$ cat src/rtl/mux_scan_pkg.sv
// Shared definitions for the mux scan controller.
//   scan_state_e : FSM state encoding (IDLE, SETTLE, CAPTURE)
//   NUM_CH/SEL_W : channel count and select width of the 8:1 selector
//   scan_hit_t   : result of a set-bit search (found flag + channel index)
//   next_set_bit : lowest set bit of mask at or above index 'from'
package mux_scan_pkg;

  localparam int NUM_CH = 8;
  localparam int SEL_W  = 3;

  typedef enum logic [1:0] {
    ST_IDLE,
    ST_SETTLE,
    ST_CAPTURE
  } scan_state_e;

  typedef struct packed {
    logic             found;
    logic [SEL_W-1:0] idx;
  } scan_hit_t;

  // 'from' is one bit wider than a channel index so that "one past the
  // highest channel" is representable and simply yields found = 0.
  // Scanning downward leaves the lowest qualifying index in the result.
  function automatic scan_hit_t next_set_bit(input logic [NUM_CH-1:0] mask,
                                             input logic [SEL_W:0]    from);
    scan_hit_t hit;
    hit = '0;
    for (int i = NUM_CH - 1; i >= 0; i--) begin
      if (mask[i] && (i >= int'(from))) begin
        hit.found = 1'b1;
        hit.idx   = SEL_W'(i);
      end
    end
    return hit;
  endfunction

endpackage

$ cat src/rtl/scan_settle_cnt.sv
// Settle-window down-counter.
//   clk, rst  : clock, synchronous active-high reset (count -> 0)
//   load      : load load_val this cycle (takes priority over counting)
//   load_val  : value loaded; the counter then runs down to zero
//   expired   : count is zero (window finished)
module scan_settle_cnt (
  input  logic       clk,
  input  logic       rst,
  input  logic       load,
  input  logic [3:0] load_val,
  output logic       expired
);

  logic [3:0] cnt_q;
  logic [3:0] cnt_d;

  always_comb begin
    cnt_d = cnt_q;
    if (load) begin
      cnt_d = load_val;
    end else if (cnt_q != 4'd0) begin
      cnt_d = cnt_q - 4'd1;
    end
  end

  always_ff @(posedge clk) begin
    if (rst) begin
      cnt_q <= 4'd0;
    end else begin
      cnt_q <= cnt_d;
    end
  end

  assign expired = (cnt_q == 4'd0);

endmodule

$ cat src/rtl/mux_scan_ctrl.sv
// Scan controller for an external 8:1 bit selector. Walks the enabled
// channels of a latched mask in ascending order, holds each select for
// SETTLE_CYCLES+1 cycles, captures the returned bit and publishes the
// assembled frame with a one-cycle valid pulse.
//   clk, rst  : clock, synchronous active-high reset
//   start     : request a frame (only honoured in IDLE)
//   cont      : restart automatically at the end of each frame
//   mask[7:0] : channel enables, latched at frame start
//   sel[2:0]  : registered channel select to the selector
//   mux_bit   : bit returned by the selector
//   data_out  : last completed frame (bit i = channel i, 0 if disabled)
//   valid     : one-cycle pulse when data_out is updated
//   busy      : FSM not in IDLE
// Handshake: valid is a single-cycle strobe with no back-pressure; start is
// a level sampled only while busy is low.
module mux_scan_ctrl
  import mux_scan_pkg::*;
#(
  parameter int SETTLE_CYCLES = 1
) (
  input  logic              clk,
  input  logic              rst,
  input  logic              start,
  input  logic              cont,
  input  logic [NUM_CH-1:0] mask,
  output logic [SEL_W-1:0]  sel,
  input  logic              mux_bit,
  output logic [NUM_CH-1:0] data_out,
  output logic              valid,
  output logic              busy
);

  // The SETTLE state covers the first SETTLE_CYCLES cycles of a window and
  // CAPTURE its final cycle; with no settle time a channel enters CAPTURE
  // directly.
  localparam logic [3:0]  SETTLE_LOAD = (SETTLE_CYCLES > 0) ? 4'(SETTLE_CYCLES - 1) : 4'd0;
  localparam scan_state_e CH_ENTRY_ST = (SETTLE_CYCLES > 0) ? ST_SETTLE : ST_CAPTURE;

  scan_state_e       state_q,    state_d;
  logic [SEL_W-1:0]  sel_q,      sel_d;
  logic [NUM_CH-1:0] data_out_q, data_out_d;
  logic              valid_q,    valid_d;
  logic              busy_q,     busy_d;
  logic [NUM_CH-1:0] mask_q,     mask_d;
  logic [NUM_CH-1:0] frame_q,    frame_d;

  logic              cnt_load;
  logic              cnt_expired;
  logic [SEL_W:0]    next_from;
  scan_hit_t         hit_first;
  scan_hit_t         hit_next;

  scan_settle_cnt u_settle (
    .clk      (clk),
    .rst      (rst),
    .load     (cnt_load),
    .load_val (SETTLE_LOAD),
    .expired  (cnt_expired)
  );

  assign next_from = {1'b0, sel_q} + (SEL_W + 1)'(1);
  assign hit_first = next_set_bit(mask, '0);
  assign hit_next  = next_set_bit(mask_q, next_from);

  always_comb begin
    state_d    = state_q;
    sel_d      = sel_q;
    data_out_d = data_out_q;
    valid_d    = 1'b0;
    mask_d     = mask_q;
    frame_d    = frame_q;
    cnt_load   = 1'b0;

    case (state_q)
      ST_IDLE: begin
        if (start) begin
          mask_d  = mask;
          frame_d = '0;
          if (hit_first.found) begin
            sel_d    = hit_first.idx;
            state_d  = CH_ENTRY_ST;
            cnt_load = 1'b1;
          end else begin
            // Empty frame completes at the accept edge itself.
            valid_d    = 1'b1;
            data_out_d = '0;
          end
        end
      end

      ST_SETTLE: begin
        if (cnt_expired) begin
          state_d = ST_CAPTURE;
        end
      end

      ST_CAPTURE: begin
        // Guard keeps an empty continuous-mode frame from writing a bit.
        if (mask_q[sel_q]) begin
          frame_d[sel_q] = mux_bit;
        end
        if (hit_next.found) begin
          sel_d    = hit_next.idx;
          state_d  = CH_ENTRY_ST;
          cnt_load = 1'b1;
        end else begin
          // Publish the frame including the bit captured this edge, then
          // optionally restart from a freshly latched mask.
          data_out_d = frame_d;
          valid_d    = 1'b1;
          if (cont) begin
            mask_d  = mask;
            frame_d = '0;
            if (hit_first.found) begin
              sel_d    = hit_first.idx;
              state_d  = CH_ENTRY_ST;
              cnt_load = 1'b1;
            end else begin
              // Empty frame in continuous mode: finish it on the next edge.
              state_d = ST_CAPTURE;
            end
          end else begin
            state_d = ST_IDLE;
          end
        end
      end

      default: begin
        state_d = ST_IDLE;
      end
    endcase

    busy_d = (state_d != ST_IDLE);
  end

  always_ff @(posedge clk) begin
    if (rst) begin
      state_q    <= ST_IDLE;
      sel_q      <= '0;
      data_out_q <= '0;
      valid_q    <= 1'b0;
      busy_q     <= 1'b0;
      mask_q     <= '0;
      frame_q    <= '0;
    end else begin
      state_q    <= state_d;
      sel_q      <= sel_d;
      data_out_q <= data_out_d;
      valid_q    <= valid_d;
      busy_q     <= busy_d;
      mask_q     <= mask_d;
      frame_q    <= frame_d;
    end
  end

  assign sel      = sel_q;
  assign data_out = data_out_q;
  assign valid    = valid_q;
  assign busy     = busy_q;

endmodule

$ cat config.mk
export PLATFORM = sky130hd
export DESIGN_NAME = mux_scan_ctrl
export DESIGN_NICKNAME = d
export VERILOG_FILES = /design/src/rtl/mux_scan_pkg.sv /design/src/rtl/scan_settle_cnt.sv /design/src/rtl/mux_scan_ctrl.sv
export SDC_FILE = /design/constraint.sdc
export NUM_CORES = 1
export LEC_CHECK = 0
export ABC_AREA = 0
export CAP_MARGIN = 20
export CORE_MARGIN = 2
export CORE_UTILIZATION = 50
export CTS_CLUSTER_SIZE = 10
export DETAILED_ROUTE_END_ITERATION = 10
export PLACE_DENSITY = 0.73
export RECOVER_POWER = 25
export SYNTH_ARGS = -nofsm -noshare
export SYNTH_HDL_FRONTEND = slang
export SYNTH_SLANG_ARGS = --single-unit
$ cat constraint.sdc
create_clock -name clk -period 3.3 [get_ports clk]
set_input_delay 0.495 -clock clk [delete_from_list [all_inputs] [get_ports clk]]
set_output_delay 0.495 -clock clk [all_outputs]
set_load 0.02 [all_outputs]
==> results.yml, run 1 <==
outcome:
  run_status: "complete, no violations"
clock_tree:
  number_of_buffers_inserted_to_repair_setup_after_cts: 0
  clk_transition_reported_paths_ns: 0.08
  clock-sinks: 35
  cts_tree: "built"
  postCtsHoldBufs: 0
  number_of_buffers_created_by_cts: 5
  cts_repair_resize_count: 0
  clockBufferDepth: 2
  cts-htree-levels: 2
  cts_root_buffer: "sky130_fd_sc_hd__clkbuf_8"
  clock_insertion_delay_worst_skew_ns: 0.29
synth:
  syn-cell-area_sq_um: 1966
  synth_cells: 230
  netlist_top_cells_count: "35 x sky130_fd_sc_hd__dfxtp_1, 29 x sky130_fd_sc_hd__nor2_1, 20 x sky130_fd_sc_hd__nand2_1"
  cell_with_the_most_instances_after_synthesis: "sky130_fd_sc_hd__dfxtp_1"
  number_of_enable_type_register_cells_in_the_synthesized_netlist: 0
  synth_area_per_cell_sq_um: 8.546
  syn-num-nets: 247
  synth_area_leader_cell: "sky130_fd_sc_hd__dfxtp_1"
  netlist.area_leader.share_pct: 35.65
  synth-seq-area-share_pct: 35.65
  yosysWarningCount: 0
  ys_seq_elements: 35
  synth_flop_cell: "sky130_fd_sc_hd__dfxtp_1"
  synth.lib_cells_used.distinct: 55
  cells_taking_the_most_area_after_synthesis: "sky130_fd_sc_hd__dfxtp_1 36%, sky130_fd_sc_hd__mux2i_1 8.1%, sky130_fd_sc_hd__nor2_1 5.5%"
  synth-async-reset-ratio_pct: 0
drt:
  drt_first_iter_violations: 92
  via_count: 1764
  detailedRoute.firstPassIterationCount: 4
  number_of_nets_still_failing_antenna_checks_after_routing: 0
  routed_wire_length_per_instance_um: 15.25
  route.detailed.drc: 0
  finalWirelength_um: 4681
  avgViaCountPerCell: 5.746
floorplanning:
  die_h_um: 66.70
  boundaryPins: 26
  die_x_um: 66.70
  placeableCoreArea_sq_um: 3716
  rows: 22
  start_util_pct: 52.90
  die_area_sq_um: 4449
place:
  pre_cts_slack_ns: 0.5648
  place.gp.congestion: 0.9768
  placed_cell_area_sq_um: 2267
  buffer_ports.inserted: 25
  dp_hpwl_um: 3447
timing:
  rsz0062_at_grt: "no"
  timing_hold_violations_final: 0
  final-max-slew-violation-count: 0
  worst_pin_slew_ns: 0.5765
  fmax_mhz: 376.2
  layout_min_cycle_time_ns: 2.658
  slew-limit-headroom_pct: 61.57
  hold-worst-slack_ns: 0.4497
  timing.clock.skew_ns: 0.007522
  layout_setup_ws_ns: 0.6421
  final_min_period_over_clock_period_pct: 80.54
  totalNegativeSetupSlack_ns: 0
  setup-violations-final: 0
layout:
  drive_gt1_share_pct: 10.04
  insertedDiodeCount: 0
  fin_nets: 275
  finalInstanceArea_sq_um: 2352
  fillers: 338
  area_delta_synth_final_pct: 19.67
setup_path:
  path_max_fanout: 8
  worst_path_required_ns: 3.50
  reg2reg_slack_ns: 0.64
  timing.critical_path.arrival_ns: 2.86
  startpoint_type: "flop"
  cp-end-kind: "flop"
  crit_type: "reg2reg"
  worstRegToRegCells: 8
power_and_ir_drop:
  leakagePower_nw: 0.9092
  power_frac_comb_pct: 27.0
  power.density_nw_per_um2: 454.9
  peakVddDrop_mv: 0.2863
  power_switching_uw: 358.8
  intPower_uw: 711.3
  p_clk_share_pct: 28.9
  p_seq_share_pct: 44.0
  p_sw_share_pct: 33.53
  design_power_total_mw: 1.070
worst_hold_path:
  hold_path_class: "reg2reg"
  hold_path_depth: 2
flow_run:
  maxcap_violations: 0
global_route:
  grtUsageTotal_pct: 24.52
  first_pass_grt_wire_length_um: 8128
  grt_pass1_vias: 1721
  largest_net_degree_at_the_start_of_global_routing: 14
  grt.overflow.total: 0
  grt_antenna_before_repair: 0
state kept, by name (all words and copies together), names as in the netlist:
name and flops:
sel 3, frame_q 8, data_out 8, u_settle.cnt_q 4, mask_q 8, state_q 2, valid 1, busy 1
metrics by stage:
step	std cells	util (%)
after floorplan	230	-
after global placement	299	61.01
after detailed placement	299	61.01
after CTS	307	63.30
after global routing	307	63.30
final	307	63.30
cell type report:
| cell class | instances | area (sq um) | area share, % |
|---|---|---|---|
| timing repair buffer | 29 | 280.3 | 11.91 |
| tap | 48 | 60.06 | 2.553 |
| clock inverter | 2 | 12.51 | 0.5319 |
| clock buffer | 6 | 72.57 | 3.085 |
| inverter | 17 | 63.81 | 2.713 |
| sequential | 35 | 700.7 | 29.79 |
| multi-input combinational | 170 | 1162 | 49.41 |
logic make-up after synthesis:
family                   share of synthesized area [%]
AO/OA/AOI/OAI                                    25.65
XOR/XNOR                                        0.8913
adder cells (fa/ha/maj)                          2.546
buffers and inverters                            5.219
flip-flops                                       35.65
multiplexers                                     9.293
AND/OR/NAND/NOR                                  20.75
metal layers:
layer	vias up	share of wire (%)	track usage, %
li1	897	-	-
met1	818	49	31.39
met2	40	46	41.00
met3	9	3.6	4.054
met4	0	1.9	9.439
met5	-	0	0
critical path, stage by stage (launching register included):
cell and delay (ns):
sky130_fd_sc_hd__dfxtp_1 0.34, sky130_fd_sc_hd__inv_1 0.13, sky130_fd_sc_hd__ha_1 0.38, sky130_fd_sc_hd__a21oi_1 0.20, sky130_fd_sc_hd__a21boi_0 0.37, sky130_fd_sc_hd__o21ai_4 0.15
sky130_fd_sc_hd__nor2_2 0.27, sky130_fd_sc_hd__mux2_2 0.40, sky130_fd_sc_hd__a2111oi_4 0.31
power by group through the flow:
stage               logic, mW  clock network (mW)  registers (mW)
finish                  0.289               0.310           0.471
global route            0.316               0.334           0.474
CTS                     0.289               0.317           0.471
detailed placement      0.287                   0           0.480
global placement        0.287                   0           0.481
floorplan               0.204                   0           0.476
cells in the final DEF (no fill, tap or decap), types with 3 or more instances in the layout:
cell / netlist / layout
sky130_fd_sc_hd__dfxtp_1: 35 / 35
sky130_fd_sc_hd__nor2_1: 29 / 29
sky130_fd_sc_hd__nand2_1: 20 / 20
sky130_fd_sc_hd__inv_1: 16 / 16
sky130_fd_sc_hd__mux2i_1: 16 / 16
sky130_fd_sc_hd__clkdlybuf4s50_1: 0 / 13
sky130_fd_sc_hd__dlygate4sd3_1: 0 / 12
sky130_fd_sc_hd__o21ai_1: 10 / 10
sky130_fd_sc_hd__a21oi_1: 8 / 8
sky130_fd_sc_hd__o32ai_1: 8 / 8
sky130_fd_sc_hd__o21ai_0: 6 / 6
sky130_fd_sc_hd__nor3_1: 5 / 5
sky130_fd_sc_hd__clkbuf_8: 0 / 5
sky130_fd_sc_hd__nand2b_1: 4 / 4
sky130_fd_sc_hd__nand3_1: 4 / 4
sky130_fd_sc_hd__and3_1: 4 / 4
sky130_fd_sc_hd__ha_1: 4 / 4
sky130_fd_sc_hd__buf_4: 0 / 4
sky130_fd_sc_hd__o31ai_1: 3 / 3
sky130_fd_sc_hd__nand4_1: 3 / 3
worst paths after layout:
path                    from         end
setup / recovery      sel[0]      sel[0]
hold reg to reg   frame_q[4]  frame_q[4]
hold / removal    frame_q[4]  frame_q[4]
setup reg to reg      sel[0]      sel[0]
Note: power is estimated with default switching activity, not from simulation.
==> run 2: changes to the inputs <==
--- a/config.mk
+++ b/config.mk
@@ -8,10 +8,10 @@
 export ABC_AREA = 0
 export CAP_MARGIN = 20
 export CORE_MARGIN = 2
-export CORE_UTILIZATION = 50
+export CORE_UTILIZATION = 49
 export CTS_CLUSTER_SIZE = 10
 export DETAILED_ROUTE_END_ITERATION = 10
-export PLACE_DENSITY = 0.73
+export PLACE_DENSITY = 0.75
 export RECOVER_POWER = 25
 export SYNTH_ARGS = -nofsm -noshare
 export SYNTH_HDL_FRONTEND = slang
==> constraint.sdc (replaced) <==
create_clock -name clk -period 2.4 [get_ports clk]
set_input_delay 0.36 -clock clk [delete_from_list [all_inputs] [get_ports clk]]
set_output_delay 0.36 -clock clk [all_outputs]
set_load 0.02 [all_outputs]
==> results.yml, run 2 (synthesis results as in run 1) <==
setup_path:
  path_max_fanout: 9
  worstPathCellList: "clkinvlp_4, ha_4, a2bb2oi_1, o221ai_2, nand3b_4, nor2_4, buf_4, a211o_1, o21ai_1"
  critical_path_buf_inv_count: 2
  crit_type: "reg2reg"
  worst_path_largest_cell_delay_ns: 0.41
  cell_family_with_most_cp_delay: "compound AO/OA/AOI/OAI gates"
  startpoint_type: "flop"
  cp-end-kind: "flop"
  worstRegToRegCells: 9
  critical_path_depth: 9
  critical_path.slowest_cell: "sky130_fd_sc_hd__a211o_1"
  timing.critical_path.arrival_ns: 2.52
  worst_path_required_ns: 2.63
timing:
  layout_setup_ws_ns: 0.1095
  worst_pin_slew_ns: 0.5044
  timing_hold_violations_final: 0
  final_min_period_over_clock_period_pct: 95.44
  rsz0062_at_grt: "no"
  fmax_mhz: 436.6
  setup-violations-final: 0
  timing.clock.skew_ns: 0.01196
  layout_min_cycle_time_ns: 2.291
  final-max-slew-violation-count: 0
  slew-limit-headroom_pct: 66.25
  totalNegativeSetupSlack_ns: 0
place:
  dp_hpwl_um: 3684
  place.gp.congestion: 0.9354
  buffer_ports.inserted: 25
  pre_cts_slack_ns: -0.03508
layout:
  insertedDiodeCount: 0
  drive_gt1_share_pct: 19.27
  fin_nets: 291
  most-common-layout-cells: "33 x sky130_fd_sc_hd__dfxtp_1, 29 x sky130_fd_sc_hd__nor2_1, 20 x sky130_fd_sc_hd__nand2_1"
  layout.cells.most_common: "sky130_fd_sc_hd__dfxtp_1"
  area_delta_synth_final_pct: 29.73
  layout.core_utilization_pct: 64.68
drt:
  detailedRoute.firstPassIterationCount: 4
  drt_first_iter_violations: 114
  route.detailed.drc: 0
  finalWirelength_um: 5006
  via_count: 1894
  number_of_nets_still_failing_antenna_checks_after_routing: 0
  avgViaCountPerCell: 5.828
  routed_wire_length_per_instance_um: 15.40
floorplanning:
  boundaryPins: 26
  die_x_um: 67.34
  rows: 23
  die_h_um: 67.34
  die_area_sq_um: 4534
  placeableCoreArea_sq_um: 3943
  start_util_pct: 49.86
global_route:
  grt_pass1_vias: 1731
  grt_antenna_before_repair: 0
  first_pass_grt_wire_length_um: 8204
  grt.overflow.total: 0
  grtUsageTotal_pct: 24.17
  largest_net_degree_at_the_start_of_global_routing: 25
clock_tree:
  clock_insertion_delay_worst_skew_ns: 0.30
  cts_tree: "built"
  cts-htree-levels: 2
  cts_root_buffer: "sky130_fd_sc_hd__clkbuf_8"
  number_of_buffers_created_by_cts: 5
  clock-sinks: 35
  clockBufferDepth: 2
  postCtsHoldBufs: 0
  clk_transition_reported_paths_ns: 0.08
power_and_ir_drop:
  power.density_nw_per_um2: 622.3
  peakVddDrop_mv: 0.4236
  leakagePower_nw: 0.9888
  design_power_total_mw: 1.587
worst_hold_path:
  hold_path_class: "reg2reg"
  hold_path_depth: 2
outcome:
  run_status: "complete, no violations"
flow_run:
  maxcap_violations: 0
## run 2: worst paths after layout
check / from / end / slack, ns
worst max-delay path: sel[0] / frame_q[1] / 0.11
worst min-delay path: frame_q[3] / frame_q[3] / 0.45
worst max register to register: sel[0] / frame_q[1] / 0.11
worst min register to register: frame_q[3] / frame_q[3] / 0.45
## run 2: where the power goes
group | leakage, nW | internal [mW] | switching (mW) | total, mW
Clock | 0.0408 | 0.208 | 0.249 | 0.457
Sequential | 0.286 | 0.609 | 0.0417 | 0.651
Combinational | 0.662 | 0.224 | 0.255 | 0.479
Total | 0.989 | 1.04 | 0.546 | 1.59
## run 2: metrics by stage
| step | std cells | hold slack (ns) | cell area, sq um |
|---|---|---|---|
| 3_5_place_dp | 315 | 0.4410 | 2421 |
| 5_1_grt | 325 | 0.4668 | 2550 |
| 6_report | 325 | 0.4509 | 2550 |
| 3_3_place_gp | 315 | 0.4353 | 2421 |
| 2_1_floorplan | 230 | 0.4288 | 2006 |
| 4_1_cts | 323 | 0.4514 | 2514 |
## run 2: final cells by class
type | count | area [sq um]
Multi-Input combinational cell | 170 | 1206
Sequential cell | 35 | 708.2
Timing Repair Buffer | 45 | 412.9
Clock inverter | 3 | 23.77
Fill cell | 332 | 1393
Inverter | 17 | 67.56
Clock buffer | 5 | 68.82
Tap cell | 50 | 62.56
## run 2: what timing repair did
| item | in CTS | in global routing |
|---|---|---|
| buffers inserted | 0 | 2 |
| gates resized for setup | 0 | 6 |
| endpoints found under the setup margin | 0 | 19 |
## run 2: per-layer routing
metal	part of all wire (%)	vias up	routed length [um]	track usage, %
li1	-	927	-	-
met4	3.0	0	148	6.378
met3	5.7	17	285	5.167
met5	0	-	0	0
met2	49	66	2429	42.08
met1	43	884	2142	30.18
## run 2: worst reg2reg max path, delay by kind of cell, from the launching register on
family,cells,cell delay [ns]
compound gates,4,0.98
flops,1,0.40
fa+ha+maj,1,0.31
buf+inv,2,0.29
simple gates,2,0.25
==> run 3: changes to the inputs <==
--- a/config.mk
+++ b/config.mk
@@ -11,7 +11,7 @@
 export CORE_UTILIZATION = 49
 export CTS_CLUSTER_SIZE = 10
 export DETAILED_ROUTE_END_ITERATION = 10
-export PLACE_DENSITY = 0.75
+export PLACE_DENSITY = 0.85
 export RECOVER_POWER = 25
 export SYNTH_ARGS = -nofsm -noshare
 export SYNTH_HDL_FRONTEND = slang
==> results.yml, run 3 (synthesis results as in run 1) <==
global_route:
  largest_net_degree_at_the_start_of_global_routing: 25
  grt_antenna_before_repair: 0
  first_pass_grt_wire_length_um: 8307
  grt.overflow.total: 0
  grtUsageTotal_pct: 24.04
  grt_pass1_vias: 1821
timing:
  setup-violations-final: 0
  final_min_period_over_clock_period_pct: 95.86
  timing_hold_violations_final: 0
  timing.clock.skew_ns: 0.002064
  fmax_mhz: 434.7
  hold-worst-slack_ns: 0.4473
  final-max-slew-violation-count: 0
  slew-limit-headroom_pct: 65.29
  layout_min_cycle_time_ns: 2.301
  worst_pin_slew_ns: 0.5187
outcome:
  run_status: "complete, no violations"
setup_path:
  worst_path_required_ns: 2.58
  path_max_fanout: 7
  reg2reg_slack_ns: 0.1
  crit_type: "reg2reg"
  startpoint_type: "flop"
  timing.critical_path.arrival_ns: 2.48
  cp-end-kind: "flop"
drt:
  number_of_nets_still_failing_antenna_checks_after_routing: 0
  routed_wire_length_per_instance_um: 15.13
  avgViaCountPerCell: 5.713
  drt_first_iter_violations: 93
  via_count: 1874
  route.detailed.drc: 0
  detailedRoute.firstPassIterationCount: 4
  finalWirelength_um: 4963
place:
  place.gp.congestion: 0.9816
  buffer_ports.inserted: 25
  dp_hpwl_um: 3617
  place_inst: 316
floorplanning:
  boundaryPins: 26
  start_util_pct: 49.86
  rows: 23
  placeableCoreArea_sq_um: 3943
  die_x_um: 67.34
  die_h_um: 67.34
  die_area_sq_um: 4534
layout:
  fillers: 337
  final_instance_count_without_filler_cells: 328
  insertedDiodeCount: 0
  fin_nets: 294
  drive_gt1_share_pct: 19.42
  area_delta_synth_final_pct: 30.11
  layout.cells.most_common: "sky130_fd_sc_hd__dfxtp_1"
  most-common-layout-cells: "33 x sky130_fd_sc_hd__dfxtp_1, 29 x sky130_fd_sc_hd__nor2_1, 22 x sky130_fd_sc_hd__buf_4"
clock_tree:
  clk_transition_reported_paths_ns: 0.06
  cts_root_buffer: "sky130_fd_sc_hd__clkbuf_8"
  clock-sinks: 35
  cts-htree-levels: 2
  postCtsHoldBufs: 0
  cts_tree: "built"
  number_of_buffers_created_by_cts: 5
  clock_insertion_delay_worst_skew_ns: 0.28
  clockBufferDepth: 2
power_and_ir_drop:
  p_clk_share_pct: 25.9
  p_sw_share_pct: 32.17
  intPower_mw: 1.046
  p_seq_share_pct: 42.4
  power_frac_comb_pct: 31.6
  peakVddDrop_mv: 0.4682
  power_switching_uw: 496.2
  power.density_nw_per_um2: 603.2
  leakagePower_nw: 1.009
worst_hold_path:
  hold_path_class: "reg2reg"
flow_run:
  maxcap_violations: 0
run 3: stage by stage:
step           power, mW  cell area (sq um)  worst slack [ns]  util, %  setup TNS, ns
6_report           1.543               2557           0.09946    64.87              0
5_1_grt            1.617               2557          -0.04308    64.87        -0.2715
4_1_cts            1.517               2510           0.02178    63.66              0
3_5_place_dp       1.118               2429           0.03993    61.60              0
3_3_place_gp       1.110               2429           0.08456    61.60              0
2_1_floorplan     0.9614               2006          0.005887        -              0
run 3: power groups by stage:
stage | Combinational [mW] | Sequential, mW | Clock (mW)
floorplan | 0.303 | 0.658 | 0
global placement | 0.441 | 0.669 | 0
detailed placement | 0.448 | 0.670 | 0
CTS | 0.450 | 0.656 | 0.411
global route | 0.526 | 0.658 | 0.432
finish | 0.488 | 0.655 | 0.400
run 3: repair_timing:
item                       CTS  global route
setup endpoints to repair    0            25
buffers inserted             0             4
resized for setup            0             5
run 3: worst max-delay path, cell delays in order, from the launching register on:
cell and delay (ns):
sky130_fd_sc_hd__dfxtp_4 0.40, sky130_fd_sc_hd__clkinvlp_4 0.12, sky130_fd_sc_hd__ha_4 0.27, sky130_fd_sc_hd__a2bb2oi_1 0.14, sky130_fd_sc_hd__o221ai_2 0.27, sky130_fd_sc_hd__nand3b_4 0.18, sky130_fd_sc_hd__nor2_4 0.18, sky130_fd_sc_hd__mux2_4 0.33
sky130_fd_sc_hd__a2111oi_4 0.31
run 3: final cells by class:
class | count | area (sq um) | area share, %
Tap cell | 50 | 62.56 | 2.446
Timing Repair Buffer | 48 | 435.4 | 17.03
Multi-Input combinational cell | 170 | 1205 | 47.11
Sequential cell | 35 | 705.7 | 27.59
Inverter | 17 | 67.56 | 2.642
Clock buffer | 7 | 76.32 | 2.984
Clock inverter | 1 | 5.005 | 0.1957
run 3: layer usage:
metal / track usage (%) / vias up / part of all wire (%) / wire (um)
met5: 0 / - / 0 / 0
met3: 5.667 / 14 / 6.3 / 315
met1: 29.79 / 856 / 44 / 2160
li1: - / 937 / - / -
met4: 9.949 / 0 / 2.9 / 146
met2: 39.98 / 67 / 47 / 2340
run 3: final timing paths:
path,endpoint,startpoint,depth (start not counted)
worst min-delay path,frame_q[0],frame_q[0],2
worst max register to register,sel[0],sel[0],8
worst min register to register,frame_q[0],frame_q[0],2
worst max-delay path,sel[0],sel[0],8
